<file path="src/rtl/traffic_pkg.sv">
// Shared types and sizing helper for the two-road traffic-light controller.
package traffic_pkg;

    typedef enum logic [1:0] {S0, S1, S2, S3} statetype;

    typedef enum logic [1:0] {
        GREEN  = 2'b00,
        YELLOW = 2'b01,
        RED    = 2'b10
    } light_t;

    // Dwell counter must hold the larger of the green and yellow terminal counts.
    function automatic int cnt_width(input int min_green, input int yel_ticks);
        int m;
        m = (min_green > yel_ticks) ? min_green : yel_ticks;
        return $clog2(m) + 1;
    endfunction

endpackage

</file>
<file path="src/rtl/traffic_light_ctrl.sv">
// Moore traffic-light controller for roads A and B; all timing counted in tick pulses.
module traffic_light_ctrl
    import traffic_pkg::*;
#(
    parameter int MIN_GREEN = 2,
    parameter int YEL_TICKS = 1
) (
    input  logic       clk,
    input  logic       reset,
    input  logic       tick,
    input  logic       ta,
    input  logic       tb,
    output logic [1:0] la,
    output logic [1:0] lb,
    output logic [1:0] state_o
);

    localparam int CW = cnt_width(MIN_GREEN, YEL_TICKS);
    localparam logic [CW-1:0] GREEN_LAST = CW'(MIN_GREEN - 1);
    localparam logic [CW-1:0] YEL_LAST   = CW'(YEL_TICKS - 1);

    statetype        state, next_state;
    logic [CW-1:0]   cnt, next_cnt;

    // NOTE: sequential state uses non-blocking assignments so every flop samples pre-edge values.
    always_ff @(posedge clk or posedge reset) begin
        if (reset) begin
            state <= S0;
            cnt   <= '0;
        end else begin
            state <= next_state;
            cnt   <= next_cnt;
        end
    end

    // NOTE: defaults first so no path through this block leaves a signal unassigned (no latches).
    always_comb begin
        next_state = state;
        next_cnt   = cnt;
        if (tick) begin
            case (state)
                S0: begin
                    if (cnt == GREEN_LAST && !ta) begin
                        next_state = S1;
                        next_cnt   = '0;
                    end else if (cnt != GREEN_LAST) begin
                        next_cnt = cnt + 1'b1;
                    end
                end
                S1: begin
                    if (cnt == YEL_LAST) begin
                        next_state = S2;
                        next_cnt   = '0;
                    end else begin
                        next_cnt = cnt + 1'b1;
                    end
                end
                S2: begin
                    if (cnt == GREEN_LAST && !tb) begin
                        next_state = S3;
                        next_cnt   = '0;
                    end else if (cnt != GREEN_LAST) begin
                        next_cnt = cnt + 1'b1;
                    end
                end
                S3: begin
                    if (cnt == YEL_LAST) begin
                        next_state = S0;
                        next_cnt   = '0;
                    end else begin
                        next_cnt = cnt + 1'b1;
                    end
                end
                default: begin
                    next_state = S0;
                    next_cnt   = '0;
                end
            endcase
        end
    end

    always_comb begin
        la = RED;
        lb = RED;
        case (state)
            S0:      la = GREEN;
            S1:      la = YELLOW;
            S2:      lb = GREEN;
            S3:      lb = YELLOW;
            default: begin
                la = RED;
                lb = RED;
            end
        endcase
    end

    assign state_o = state;

endmodule

</file>
<file path="config.mk">
export PLATFORM = sky130hd
export DESIGN_NAME = traffic_light_ctrl
export DESIGN_NICKNAME = d
export VERILOG_FILES = /design/src/rtl/traffic_pkg.sv /design/src/rtl/traffic_light_ctrl.sv
export SDC_FILE = /design/constraint.sdc
export NUM_CORES = 1
export LEC_CHECK = 0
export ABC_CLOCK_PERIOD_IN_PS = 2100
export CAP_MARGIN = 20
export CORE_AREA = 2 2 39 41
export DETAILED_ROUTE_END_ITERATION = 16
export DIE_AREA = 0 0 41 43
export PLACE_DENSITY = 0.65
export SLEW_MARGIN = 5
export SYNTH_ARGS = -nofsm -noshare
export SYNTH_HDL_FRONTEND = slang
export SYNTH_SLANG_ARGS = --single-unit
</file>
<file path="constraint.sdc">
create_clock -name clk -period 2.1 [get_ports clk]
set_input_delay 0.42 -clock clk [delete_from_list [all_inputs] [get_ports clk]]
set_output_delay 0.42 -clock clk [all_outputs]
set_load 0.1 [all_outputs]
</file>
==> metrics.yaml <==
final_hold_viol_count: 0
hold_buffers: 0
r2r-end: "state_o[1]"
overflow: 0
yosys_register_bits: 4
clock_latency_ns: 0.24
crit_path_end_kind: "primary output"
top_layer_used: "met3"
clkSinkCount: 4
fmax_ghz: 0.536
antenna_found_initial: 0
skew_ns: 0.0153
ant_nets: 0
avgSynthCellArea_um2: 9.37
period_minus_slack_ns: 1.86
viasPerCell: 4.39
cpPeakStageDelay_ns: 0.51
clk_pin_slew_ns: 0.05
tritoncts: "built"
cts_setup_buffers: 0
crit_cells: 4
rows: 14
cp_top_family: "flip-flops"
initialDrtViolationCount: 5
syn_nets: 56
die_x_um: 41
vias: 312
diodes: 0
crit_path_cell_trace: "inv_1, ha_1, nor2_4, buf_12"
cap_violations: 0
port_buffers: 10
ioPinCount: 11
reg2reg_slack_ns: 0.49
worstPathMaxFanout: 4
rsz0062_at_grt: "false"
clk_path_buf_depth: 2
dp_hpwl_um: 619
slew_violations: 0
post_cts_resized: 0
syn_to_final_growth_pct: 59.6
worst_r2r_path_depth: 5
cts-root-buf: "clkbuf_4"
max_slew_margin_pct: 81.7
wirelength_met1_um: 359
first_global_vias: 309
wl_per_cell_um: 10.6
hp-class: "in2async"
timing.rr.start: "state_o[0]"
synthDistinctLibCells: 15
yosysTopAreaCellShare_pct: 32.6
synth_cells: 41
slowest_stage: "dfrtp_4"
setup_viol: 0
status: "finished clean"
drc: 0
period_share_pct: 88.8
drive_above_1_share_pct: 34.5
critical_path_class: "reg2out"
first_pass_iters: 4
worst-path-buf-inv: 2
grt_first_pass_wirelength_um: 1220
grt_max_degree: 7
die_h_um: 43
met2WireLength_um: 355
grt_use_total_pct: 10.7
h-tree-depth: 1
tightest_slew_ns: 0.277
start_kind: "flip-flop"
syn_area_um2: 384
met3WireLength_um: 40
synthTopCellsByArea: "ha_1 (33%), dfrtp_1 (26%), inv_1 (6.8%), o21ai_0 (6.5%), mux2_4 (3.9%)"
seq_area_frac_synth_pct: 26.1
core-area_mm2: 0.00138
finalNetCount: 71
synth_warnings: 0
critPathArrivalTime_ns: 1.44
die-area_mm2: 0.00176
setup_tns_ns: 0
drt-total-wl_um: 755
cts_buffers: 3
yosysTopAreaCell: "ha_1"
initial_core_util_pct: 27.8
cp.required_ns: 1.68
place.gp.congestion: 0.728
[layer usage]
layer,GRT usage [%],vias up
li1,-,163
met1,13.4,140
met2,14.7,9
met3,3.14,0
met4,8.00,0
met5,0,-
[worst register-to-register path: stages, from the launching register on]
cell and delay (ns):
dfrtp_4 0.51, inv_1 0.13, ha_1 0.32, o21ai_2 0.11, o2111ai_2 0.10, mux2_4 0.32
[flip-flops by register name (all words and copies together) (netlist names)]
signal and count:
state_o 2, cnt 2
[through the flow]
step | area, µm² | cells | hold slack (ns) | utilization (%) | worst slack (ns)
5_1_grt | 613 | 71 | 0.372 | 44.3 | 0.160
6_report | 613 | 71 | 0.357 | 44.3 | 0.236
3_3_place_gp | 587 | 67 | 0.605 | 42.4 | 0.450
2_1_floorplan | 432 | 41 | 0.186 | - | 0.0929
3_5_place_dp | 587 | 67 | 0.613 | 42.4 | 0.438
4_1_cts | 613 | 71 | 0.352 | 44.3 | 0.222
[how the worst max path moves through the flow]
stage	from	to
6_report	state_o[0]	lb[1]
5_1_grt	state_o[0]	lb[1]
4_1_cts	state_o[0]	lb[1]
3_5_place_dp	ta	state_o[1]
3_3_place_gp	ta	state_o[1]
2_1_floorplan	state_o[1]	la[1]
[Yosys cell counts]
library cell / number
o21ai_0: 5
nand2_1: 2
nand4b_1: 1
ha_1: 10
dfrtp_1: 4
o2111ai_2: 1
nand2b_1: 1
o21ai_2: 1
inv_1: 7
a31o_2: 1
nor2_1: 4
mux2_4: 1
mux2i_1: 1
a21oi_1: 1
o211ai_1: 1
[cell usage in the layout, fill, tap and decap left out, drive strengths merged]
master	synthesis	layout
a31o	1	1
o21ai	6	6
nand2	2	2
a21oi	1	1
dfrtp	4	4
o211ai	1	1
mux2	1	1
inv	7	7
nand2b	1	1
clkdlybuf4s50	0	4
o2111ai	1	1
nor2	4	4
clkbuf	0	4
buf	0	6
mux2i	1	1
ha	10	10
nand4b	1	1
[kinds of logic after synthesis]
kind of cell | Yosys count | synth area share [%]
buffers and inverters | 7 | 6.84
flip-flops | 4 | 26.1
multiplexers | 2 | 6.51
AND/OR/NAND/NOR | 8 | 9.77
adder cells (fa/ha/maj) | 10 | 32.6
AO/OA/AOI/OAI | 10 | 18.2
[cell type report]
| class | instances | area [µm²] |
|---|---|---|
| clock buffer | 4 | 26.3 |
| sequential | 4 | 108 |
| inverter | 7 | 26.3 |
| fill | 138 | 771 |
| tap | 16 | 20.0 |
| timing repair buffer | 10 | 135 |
| multi-input combinational | 30 | 298 |
Power is left out: the tool's default activity adds up to more than one toggle a clock period on the data nets, which glitch-free logic cannot reach.
